<file path="src/rtl/in_fifo_sync_param.sv">
`default_nettype none
// ============================================================================
// Module   : in_fifo_sync_param
// Purpose  : Single-clock parametrised input FIFO sitting between the input
//            deserialisers and fabric logic. Optional 1:2 write-side gearbox
//            packs two narrow beats into one wide entry. Provides registered
//            status flags, an occupancy count and sticky error flags.
// Ports    : CLK        - sole clock, rising edge
//            RESET      - asynchronous active-high reset, clears all state
//            WREN / D   - write beat strobe and per-channel data
//            RDEN       - read strobe, Q updates one edge later
//            CLR_ERR    - synchronous clear of OVERFLOW / UNDERFLOW
//            Q          - per-channel entry, upper half is the later beat
//            EMPTY, ALMOSTEMPTY, FULL, ALMOSTFULL - registered status flags
//            COUNT      - entries currently stored
//            OVERFLOW, UNDERFLOW - sticky error flags
// Revision : 1.0 - initial release
// ============================================================================
module in_fifo_sync_param #(
  parameter int NUM_CH             = 10,
  parameter int DIN_WIDTH          = 4,
  parameter int DEPTH              = 8,
  parameter int ALMOST_EMPTY_VALUE = 1,
  parameter int ALMOST_FULL_VALUE  = 1,
  parameter     ARRAY_MODE         = "GEAR_2X"
) (
  input  logic                              CLK,
  input  logic                              RESET,
  input  logic                              WREN,
  input  logic [NUM_CH*DIN_WIDTH-1:0]       D,
  input  logic                              RDEN,
  input  logic                              CLR_ERR,
  output logic [NUM_CH*2*DIN_WIDTH-1:0]     Q,
  output logic                              EMPTY,
  output logic                              ALMOSTEMPTY,
  output logic                              FULL,
  output logic                              ALMOSTFULL,
  output logic [$clog2(DEPTH):0]            COUNT,
  output logic                              OVERFLOW,
  output logic                              UNDERFLOW
);

  localparam int AW         = $clog2(DEPTH);
  localparam int CW         = AW + 1;
  localparam int DW         = NUM_CH * DIN_WIDTH;
  localparam int EW         = 2 * DW;
  localparam bit IS_GEAR_2X = (ARRAY_MODE == "GEAR_2X");
  localparam bit IS_GEAR_1X = (ARRAY_MODE == "GEAR_1X");

  // --------------------------------------------------------------------------
  // Elaboration-time parameter legality checks
  // --------------------------------------------------------------------------
  if (NUM_CH < 1 || NUM_CH > 16) begin : g_err_num_ch
    $fatal(1, "Attribute Syntax Error : NUM_CH on instance %m is %0d; legal values are 1 to 16.", NUM_CH);
  end
  if (DIN_WIDTH < 1 || DIN_WIDTH > 16) begin : g_err_din_width
    $fatal(1, "Attribute Syntax Error : DIN_WIDTH on instance %m is %0d; legal values are 1 to 16.", DIN_WIDTH);
  end
  if (DEPTH < 4 || DEPTH > 64 || (DEPTH & (DEPTH - 1)) != 0) begin : g_err_depth
    $fatal(1, "Attribute Syntax Error : DEPTH on instance %m is %0d; legal values are 4, 8, 16, 32, 64.", DEPTH);
  end
  if (ALMOST_EMPTY_VALUE < 1 || ALMOST_EMPTY_VALUE > DEPTH - 2) begin : g_err_ae
    $fatal(1, "Attribute Syntax Error : ALMOST_EMPTY_VALUE on instance %m is %0d; legal values are 1 to DEPTH-2.", ALMOST_EMPTY_VALUE);
  end
  if (ALMOST_FULL_VALUE < 1 || ALMOST_FULL_VALUE > DEPTH - 2) begin : g_err_af
    $fatal(1, "Attribute Syntax Error : ALMOST_FULL_VALUE on instance %m is %0d; legal values are 1 to DEPTH-2.", ALMOST_FULL_VALUE);
  end
  if (!IS_GEAR_2X && !IS_GEAR_1X) begin : g_err_array_mode
    $fatal(1, "Attribute Syntax Error : ARRAY_MODE on instance %m is illegal; legal values are GEAR_2X and GEAR_1X.");
  end

  // --------------------------------------------------------------------------
  // State
  // --------------------------------------------------------------------------
  logic [AW-1:0] wr_ptr_q, wr_ptr_d;
  logic [AW-1:0] rd_ptr_q, rd_ptr_d;
  logic [CW-1:0] count_q,  count_d;
  logic          empty_q,  empty_d;
  logic          aempty_q, aempty_d;
  logic          full_q,   full_d;
  logic          afull_q,  afull_d;
  logic          ovf_q,    ovf_d;
  logic          unf_q,    unf_d;
  logic          phase_q,  phase_d;
  logic [DW-1:0] hold_q,   hold_d;
  logic [EW-1:0] q_q,      q_d;

  // Storage is not reset; Q is a separate reset register so that stale
  // storage never appears on the output until a real pop happens.
  logic [EW-1:0] mem [DEPTH];

  logic          push_req;
  logic          push_ok;
  logic          pop_ok;
  logic [EW-1:0] entry;

  // --------------------------------------------------------------------------
  // Entry packing: per channel, lower half is the earlier beat (the held one
  // in 2x mode), upper half the later beat. 1x mode zero-fills the upper half.
  // --------------------------------------------------------------------------
  for (genvar c = 0; c < NUM_CH; c++) begin : g_pack
    if (IS_GEAR_2X) begin : g_gear2
      assign entry[c*2*DIN_WIDTH +: 2*DIN_WIDTH] =
        {D[c*DIN_WIDTH +: DIN_WIDTH], hold_q[c*DIN_WIDTH +: DIN_WIDTH]};
    end else begin : g_gear1
      assign entry[c*2*DIN_WIDTH +: 2*DIN_WIDTH] =
        {{DIN_WIDTH{1'b0}}, D[c*DIN_WIDTH +: DIN_WIDTH]};
    end
  end

  // --------------------------------------------------------------------------
  // Next-state logic
  // --------------------------------------------------------------------------
  always_comb begin
    // In 2x mode only the second beat of a pair produces a push; the first
    // beat only loads the holding register and is never rejected.
    push_req = IS_GEAR_2X ? (WREN & phase_q) : WREN;
    // Acceptance uses the registered flags only, so a same-cycle read
    // cannot make room for a push into a full FIFO.
    push_ok  = push_req & ~full_q;
    pop_ok   = RDEN & ~empty_q;

    wr_ptr_d = push_ok ? (wr_ptr_q + AW'(1)) : wr_ptr_q;
    rd_ptr_d = pop_ok  ? (rd_ptr_q + AW'(1)) : rd_ptr_q;
    count_d  = count_q + {{AW{1'b0}}, push_ok} - {{AW{1'b0}}, pop_ok};

    // Flags are derived from the next count so they line up with COUNT.
    empty_d  = (count_d == '0);
    full_d   = (count_d == CW'(DEPTH));
    aempty_d = (count_d <= CW'(ALMOST_EMPTY_VALUE));
    afull_d  = (count_d >= CW'(DEPTH - ALMOST_FULL_VALUE));

    // CLR_ERR wins over a new error in the same cycle.
    ovf_d = CLR_ERR ? 1'b0 : (ovf_q | (push_req & full_q));
    unf_d = CLR_ERR ? 1'b0 : (unf_q | (RDEN & empty_q));

    // Phase returns to 0 after a second beat even when the pair is dropped.
    phase_d = phase_q;
    hold_d  = hold_q;
    if (IS_GEAR_2X && WREN) begin
      phase_d = ~phase_q;
      if (!phase_q) begin
        hold_d = D;
      end
    end

    q_d = pop_ok ? mem[rd_ptr_q] : q_q;
  end

  // --------------------------------------------------------------------------
  // Registers
  // --------------------------------------------------------------------------
  always_ff @(posedge CLK or posedge RESET) begin
    if (RESET) begin
      wr_ptr_q <= '0;
      rd_ptr_q <= '0;
      count_q  <= '0;
      empty_q  <= 1'b1;
      aempty_q <= 1'b1;
      full_q   <= 1'b0;
      afull_q  <= 1'b0;
      ovf_q    <= 1'b0;
      unf_q    <= 1'b0;
      phase_q  <= 1'b0;
      hold_q   <= '0;
      q_q      <= '0;
    end else begin
      wr_ptr_q <= wr_ptr_d;
      rd_ptr_q <= rd_ptr_d;
      count_q  <= count_d;
      empty_q  <= empty_d;
      aempty_q <= aempty_d;
      full_q   <= full_d;
      afull_q  <= afull_d;
      ovf_q    <= ovf_d;
      unf_q    <= unf_d;
      phase_q  <= phase_d;
      hold_q   <= hold_d;
      q_q      <= q_d;
    end
  end

  // Storage array write port; a push only ever lands in a free slot.
  always_ff @(posedge CLK) begin
    if (push_ok) begin
      mem[wr_ptr_q] <= entry;
    end
  end

  // --------------------------------------------------------------------------
  // Outputs
  // --------------------------------------------------------------------------
  assign Q           = q_q;
  assign EMPTY       = empty_q;
  assign ALMOSTEMPTY = aempty_q;
  assign FULL        = full_q;
  assign ALMOSTFULL  = afull_q;
  assign COUNT       = count_q;
  assign OVERFLOW    = ovf_q;
  assign UNDERFLOW   = unf_q;

endmodule
`default_nettype wire

</file>
<file path="config.mk">
export PLATFORM = sky130hd
export DESIGN_NAME = in_fifo_sync_param
export DESIGN_NICKNAME = d
export VERILOG_FILES = /design/src/rtl/in_fifo_sync_param.sv
export SDC_FILE = /design/constraint.sdc
export NUM_CORES = 1
export LEC_CHECK = 0
export ABC_AREA = 1
export CAP_MARGIN = 20
export CORE_ASPECT_RATIO = 1.2
export CORE_MARGIN = 1
export CORE_UTILIZATION = 28
export CTS_CLUSTER_SIZE = 16
export DETAILED_ROUTE_END_ITERATION = 7
export PLACE_DENSITY = 0.46
export SLEW_MARGIN = 20
export SYNTH_ARGS = -nofsm -noshare
export SYNTH_HDL_FRONTEND = slang
export SYNTH_SLANG_ARGS = --single-unit
</file>
<file path="constraint.sdc">
create_clock -name CLK -period 9.1 [get_ports CLK]
set_clock_uncertainty 0.2 [all_clocks]
set_input_delay 2.275 -clock CLK [delete_from_list [all_inputs] [get_ports CLK]]
set_output_delay 2.275 -clock CLK [all_outputs]
set_load 0.02 [all_outputs]
</file>
[After elaboration in Yosys (flattened, before gate mapping)]
Memories as Yosys holds them, arrays and structs flattened. A register that Yosys moved wholly into a read port is not among the register bits.
Index checks and enable logic that the tools add are counted.
Storage, ports and cells
  output and inout port bits: 90
  logic and storage cells: 35
  input port bits: 45
  memories kept: 1
  RAM bits: 640
  flip-flop bits (word level): 57
Memories
  mem: words 8, bits a word 80, rd ports 1, clocked after memory_dff 1, wr ports 1, RTL line 90  | logic [EW-1:0] mem [DEPTH];
Cells by class
  muxes and demuxes: 4
  bitwise gates (word level): 10
  reductions and logical operators: 2
  add/subtract/negate cells: 4
  magnitude comparators: 2
  equality and inequality tests: 1
Operators by type and width (number)
  adder 3 x 1 -> 3 bit (second input constant): 2
  AND 1 bit: 5
  adder 4 x 1 -> 4 bit: 1
  equality test 4 bit (second input constant): 1
  greater-or-equal comparator 4 x 3 -> 1 bit (second input constant): 1
  less-or-equal comparator 4 x 1 -> 1 bit (second input constant): 1
  zero test 4 bit: 1
  two-way mux 1 bit: 4
  subtractor 4 x 1 -> 4 bit: 1
  inverter 1 bit: 3
  bitwise OR 1 bit: 2
  AND reduction 2 bit: 1

[Longest topological paths before layout]
Gate-level depths: netlist (run 1).
  depth in word-level cells: 5
  mapped depth: 13
  gate-level depth less buffers: 12

[Worst setup path before layout (run 1)]
OpenSTA, ideal clock, no wires.
  kind: input to register
  start point: input WREN
  end point: memory mem[0][0] (netlist name), enable pin
  required time: 8.381 ns
  stages on the path: 3
  slack: 2.308 ns
  data arrival time: 6.073 ns
  library setup time: 0.519 ns
  path through: nand3b_1 -> or2_2 -> nor2_1
On the way
  cells in the longest elaborated chain, start to end: 4
RTL lines
  start, declared: RTL line 29  | input logic WREN,
  AND 1 bit: RTL line 117  | push_req = IS_GEAR_2X ? (WREN & phase_q) : WREN;
  AND 1 bit: RTL line 120  | push_ok = push_req & ~full_q;
  two-way mux 1 bit: RTL line 185  | if (push_ok) begin
  two-way mux 1 bit (not written as such): RTL line 186  | mem[wr_ptr_q] <= entry;
  end, declared: RTL line 90
No other way between the ends.

[Worst setup path after layout (run 1)]
  start point: input WREN
  end point: memory mem[4][56] (netlist name), enable pin
The elaborated chain is that of the path after synthesis.

==> results of run 1 <==
## cell families after synthesis
group                      count (synthesis)
and+or+nand+nor                         1479
DFF                                      777
buffers and inverters                    642
muxes                                     40
xor gates and xnor gates                   7
adders and majority gates                  7
AOI/OAI and AO/OA                          4
## state kept, by name, summed over array words and instances (netlist names), 3 cells and up
register  flops
hold_q       40
mem         640
COUNT         4
wr_ptr_q      3
Q            80
rd_ptr_q      3
## placed cells by master, fill, tap and decap left out, drive strengths merged, types with 14 or more instances in the layout
master         count
inv              499
nand2            978
clkinv            33
edfxtp           640
nor2              14
clkdlybuf4s50    134
nand3            483
dfrtp            135
mux2              40
buf               33
clkbuf           114
## synthesized netlist by cell type
library cell,instances
clkbuf_1,21
buf_6,26
inv_4,1
nand3_1,483
nor2_2,1
inv_2,3
dfstp_2,2
o21ai_0,2
buf_1,12
inv_1,494
or2_2,2
nor2_1,13
buf_4,15
mux2_2,40
edfxtp_1,640
a21oi_1,2
fa_1,1
nand3b_1,2
xor2_1,5
xnor2_1,2
dfrtp_1,135
nand2_1,978
ha_1,6
buf_2,70
## worst max-delay path by stage
stage | to | slack, ns | cells after the start
after floorplan | mem[0][0]$_DFFE_PP_ | 2.31 | 3
after CTS | mem[4][56]$_DFFE_PP_ | 3.95 | 6
final | mem[4][56]$_DFFE_PP_ | 4.06 | 6
after detailed placement | mem[4][71]$_DFFE_PP_ | 3.22 | 6
after global routing | mem[4][56]$_DFFE_PP_ | 3.85 | 6
after global placement | mem[4][67]$_DFFE_PP_ | 3.24 | 6
## power by group
part / total [mW] / leakage (nW) / switching, mW / internal [mW]
combinational: 3.70 / 7.07 / 2.50 / 1.21
sequential: 5.21 / 7.42 / 0.521 / 4.69
clock: 3.54 / 1.40 / 1.46 / 2.08
total: 12.5 / 15.9 / 4.48 / 7.97
## layer usage
metal,routed length (um),share of wire [%],GRT usage (%)
met3,2630,3.2,2.35
met5,27,0.032,0
met2,41300,50,24.9
met4,1810,2.2,4.23
met1,37400,45,18.3
## metrics by stage
stage	util [%]	hold WS, ns	total power [mW]	cell area (um2)	cells
after floorplan	-	0.283	7.62	32200	2956
after global placement	30.8	0.269	9.10	34900	4485
after detailed placement	30.8	0.268	9.10	34900	4485
after CTS	33.3	0.284	12.7	37800	4645
after global routing	33.3	0.293	13.2	37800	4646
final	33.3	0.278	12.5	37800	4646
## critical path, stage by stage
cell and delay [ns]:
clkdlybuf4s50_1 0.56, nand3b_1 0.21, or2_2 0.44, nor2_4 0.38
buf_4 0.46, buf_4 0.71
## area by class of cell
class | count | area, um2 | share of cell area (%)
clock buffer | 114 | 2380 | 6.29
clock inverter | 46 | 502 | 1.33
inverter | 498 | 1890 | 5.01
multi-input combinational | 1537 | 6870 | 18.2
sequential | 777 | 22700 | 59.9
tap | 1507 | 1890 | 4.99
timing repair buffer | 167 | 1630 | 4.32
==> flow_metrics.py, run 1 <==
metrics = {
    "hold_path": {
        "worstHoldStart": "Q[16]$_DFFE_PP0P_",
        "worstHoldEndpoint": "Q[16]$_DFFE_PP0P_",
        "min_delay_path_depth": 2,
        "hold_class": "reg -> reg",
    },
    "logic_synthesis": {
        "synth_warnings": 0,
        "synthCells": 2956,
        "syn_area_um2": 32200,
        "synth.area.top_cells": "edfxtp_1, nand2_1, dfrtp_1",
        "synth_fa_ha_area_share_pct": 0.295,
        "post-synth-top-area-cell": "edfxtp_1",
        "yosys.area_share.simple_pct": 19.2,
        "synth_top_area_share_pct": 59.7,
        "synth_compound_area_share_pct": 0.0622,
        "synth_fp_nets": 3008,
        "ys_ff_latch": 777,
        "syn_area_per_cell_um2": 10.9,
        "synthMuxAreaShare_pct": 1.40,
        "synth_top_family_by_area": "simple AND/OR/NAND/NOR gates",
        "synth_xor_area_share_pct": 0.190,
        "ys_types": 24,
        "ys_seq_area_share_pct": 70.3,
    },
    "final_layout": {
        "drive_above_1_share_pct": 7.14,
        "diodes": 0,
        "layout.nets": 3119,
        "layout.filler_cells": 11400,
        "area_delta_synth_final_pct": 17.5,
    },
    "clock_tree": {
        "numCtsBuffers": 86,
        "clock-sinks": 777,
        "insertion_delay_ns": 0.67,
        "cts_setup_buffers": 0,
        "cts-root-buf": "clkbuf_16",
        "hold_buffers": 0,
        "cts_tree": "done",
        "cts_resized": 0,
        "clk_pin_slew_ns": 0.06,
        "htree_levels": 3,
        "cts_buffer_depth": 3,
    },
    "critical_path": {
        "critPathLaunchType": "primary input",
        "r2r_slack_ns": 5.50,
        "worstReg2RegStart": "rd_ptr_q[1]$_DFFE_PP0P_",
        "crit_arrival_ns": 5.13,
        "worstReg2RegEnd": "Q[31]$_DFFE_PP0P_",
        "crit_path_start": "WREN",
        "rr_worst_depth": 7,
        "critPathRequiredTime_ns": 9.18,
        "crit_type": "in -> reg",
        "crit_fanout": 44,
        "end_kind": "register",
    },
    "grt": {
        "grt_pass1_wl_um": 127000,
        "grt_pass1_vias": 19900,
        "grt_max_degree": 188,
        "gr-total-overflow": 0,
        "grt.total_usage_pct": 14.4,
        "antenna_found_initial": 2,
    },
    "sta": {
        "worst_pin_slew_ns": 1.13,
        "rsz0062_at_grt": "false",
        "fin_crit_sh_pct": 55.4,
        "fin_setup_tns_ns": 0,
        "finalSetupViolations": 0,
        "fmax_ghz": 0.198,
        "setup_ws_ns": 4.06,
        "relSlewSlack_pct": 24.8,
        "min_period_ns": 5.04,
        "finalHoldViolations": 0,
        "maxSlewViolCount": 0,
    },
    "placed_design": {
        "io_buffers": 134,
        "dp_hpwl_um": 43000,
        "dp_slack_ns": 3.22,
        "gp_congestion": 0.706,
    },
    "detailed_routing": {
        "drt_first_pass_iters": 5,
        "drc": 0,
        "vias_per_cell": 4.31,
        "routed_wl_um": 83200,
        "avgRoutedWirePerCell_um": 17.9,
        "via_count": 20000,
        "drt_iter0_drc": 1144,
        "detail-route-antenna-nets": 0,
    },
    "die": {
        "row_count": 135,
        "chipHeight_um": 373,
        "die_w_um": 312,
        "initial_core_util_pct": 28.4,
        "core_um2": 114000,
        "pin_count": 135,
        "fp.dieArea_um2": 116000,
    },
    "power": {
        "power_density_nw_per_um2": 329,
        "p_leak_nw": 15.9,
        "vdd_ir_drop_max_mv": 0.253,
    },
    "status": {
        "outcome": "completed",
    },
    "run": {
        "cap_violations": 0,
    },
}
Note: power is estimated with default switching activity, not from simulation.
==> run 2: changes to the inputs <==
--- a/config.mk
+++ b/config.mk
@@ -12,7 +12,7 @@
 export CORE_UTILIZATION = 28
 export CTS_CLUSTER_SIZE = 16
 export DETAILED_ROUTE_END_ITERATION = 7
-export PLACE_DENSITY = 0.46
+export PLACE_DENSITY = 0.47
 export SLEW_MARGIN = 20
 export SYNTH_ARGS = -nofsm -noshare
 export SYNTH_HDL_FRONTEND = slang
==> constraint.sdc (replaced) <==
create_clock -name CLK -period 4.5 [get_ports CLK]
set_clock_uncertainty 0.2 [all_clocks]
set_input_delay 1.125 -clock CLK [delete_from_list [all_inputs] [get_ports CLK]]
set_output_delay 1.125 -clock CLK [all_outputs]
set_load 0.02 [all_outputs]
==> run 2 against run 1 <==
  * First-iteration DRC count decreased by 16%
  * Cell count increased by 0.13%
  * Flip-flop and latch count unchanged
  * Final area increased by 0.76%
  * Die area unchanged
  * Non-clock buffer count increased by 15
  * Worst hold slack improved by 0.0052 ns
  * Setup slack got worse by 2.7 ns
==> flow_metrics.py, run 2 (synthesized netlist as in run 1, its figures left out) <==
metrics = {
    "status": {
        "outcome": "completed",
    },
    "detailed_routing": {
        "via_count": 19900,
        "avgRoutedWirePerCell_um": 17.6,
        "detail-route-antenna-nets": 0,
        "routed_wl_um": 82100,
        "drt_first_pass_iters": 5,
        "vias_per_cell": 4.29,
        "drt_iter0_drc": 965,
        "drc": 0,
    },
    "final_layout": {
        "layout_common_cells": "nand2_1, edfxtp_1, inv_1",
        "area_delta_synth_final_pct": 18.4,
        "largest_reg_flops": 640,
        "layout.nets": 3131,
        "finish.utilization_pct": 33.6,
        "diodes": 0,
        "layout.filler_cells": 11300,
        "finalNonFillerCells": 4652,
        "final_common_cell": "nand2_1",
        "top_register": "mem",
        "drive_above_1_share_pct": 7.54,
    },
    "grt": {
        "grt_pass1_wl_um": 126000,
        "gr-total-overflow": 0,
        "grt.total_usage_pct": 14.1,
        "antenna_found_initial": 0,
        "grt_pass1_vias": 20100,
        "grt_max_degree": 197,
    },
    "clock_tree": {
        "clk_pin_slew_ns": 0.06,
        "cts_setup_buffers": 0,
        "clock-sinks": 777,
        "cts_resized": 0,
        "hold_buffers": 0,
        "numCtsBuffers": 83,
        "cts-root-buf": "clkbuf_16",
        "cts_tree": "done",
        "insertion_delay_ns": 0.63,
        "htree_levels": 3,
        "cts_buffer_depth": 3,
    },
    "critical_path": {
        "critPathRequiredTime_ns": 3.17,
        "cp_cell_sequence": "clkdlybuf4s50_1",
        "critPathLaunchType": "register",
        "crit_buf_inv": 1,
        "crit_fanout": 3,
        "end_kind": "primary output",
        "crit_family": "buffers and inverters",
        "crit_path_max_incr_delay_ns": 0.61,
        "crit_type": "reg -> out",
        "slowest_stage": "clkdlybuf4s50_1",
        "crit_arrival_ns": 1.80,
    },
    "placed_design": {
        "io_buffers": 134,
        "gp_congestion": 0.711,
        "dp_hpwl_um": 42700,
        "dpl.cell_count": 4501,
    },
    "die": {
        "initial_core_util_pct": 28.4,
        "chipHeight_um": 373,
        "die_w_um": 312,
        "fp.dieArea_um2": 116000,
        "core_um2": 114000,
        "pin_count": 135,
        "row_count": 135,
    },
    "power": {
        "power_density_nw_per_um2": 654,
        "power_mw": 24.9,
        "p_leak_nw": 16.0,
        "switching_share_pct": 35.4,
        "power_frac_comb_pct": 30.6,
        "power.internal_mw": 16.1,
        "p_seq_share_pct": 42.2,
        "switching_power_mw": 8.82,
        "p_clk_share_pct": 27.2,
        "vdd_ir_drop_max_mv": 0.588,
    },
    "sta": {
        "worst_pin_slew_ns": 1.20,
        "fin_crit_sh_pct": 69.5,
        "finalHoldViolations": 0,
        "min_period_ns": 3.13,
        "fin_setup_tns_ns": 0,
        "finalSetupViolations": 0,
        "relSlewSlack_pct": 19.8,
        "fmax_ghz": 0.320,
        "rsz0062_at_grt": "false",
        "maxSlewViolCount": 0,
    },
    "hold_path": {
        "hold_class": "reg -> reg",
    },
    "run": {
        "cap_violations": 0,
    },
}
-- run 2: cell types whose count changed in the layout (fill, tap and decap cells not counted), sizes merged --
cell and delta:
buf +15, clkinv -14, clkbuf +12, bufinv -4, clkinvlp -2, inv -1
-- run 2: metrics by stage --
stage / area (um2) / hold slack [ns] / worst slack [ns]
detailed placement: 35400 / 0.271 / 0.702
CTS: 38100 / 0.285 / 1.31
floorplan: 32200 / 0.283 / -1.14
global route: 38100 / 0.296 / 1.16
global placement: 35400 / 0.262 / 0.759
finish: 38100 / 0.283 / 1.37
-- run 2: layer usage --
layer / part of all wire, % / track usage [%] / up-vias
li1: - / - / 9773
met1: 45 / 18.4 / 9771
met2: 49 / 24.0 / 291
met3: 3.7 / 2.36 / 104
met4: 2.1 / 4.06 / 0
met5: 0 / 0 / -
-- run 2: layout make-up --
type / count / area [um2] / share of cell area (%)
clock buffers: 126 / 2470 / 6.48
clock inverters: 25 / 236 / 0.621
repair buffers: 182 / 2100 / 5.52
well taps: 1507 / 1890 / 4.95
multi-input cells: 1537 / 6870 / 18.0
flip-flops and latches: 777 / 22700 / 59.5
inverters: 498 / 1890 / 4.96
-- run 2: power by group through the flow --
stage / Sequential, mW / Combinational [mW] / Clock (mW)
2_1_floorplan: 10.7 / 4.71 / 0
3_3_place_gp: 10.7 / 7.76 / 0
3_5_place_dp: 10.7 / 7.80 / 0
4_1_cts: 10.6 / 7.82 / 6.99
5_1_grt: 10.7 / 8.56 / 7.22
6_report: 10.5 / 7.62 / 6.78
-- run 2: final timing paths --
path	from	to	slack, ns	cells past startpoint
max	EMPTY$_DFF_PP1_	EMPTY	1.37	1
min	Q[64]$_DFFE_PP0P_	Q[64]$_DFFE_PP0P_	0.28	2
max reg2reg	rd_ptr_q[2]$_DFFE_PP0P_	Q[17]$_DFFE_PP0P_	1.90	5
min reg2reg	Q[64]$_DFFE_PP0P_	Q[64]$_DFFE_PP0P_	0.28	2
max in group asynchronous	RESET	rd_ptr_q[1]$_DFFE_PP0P_	2.49	3
min in group asynchronous	RESET	Q[38]$_DFFE_PP0P_	0.81	2
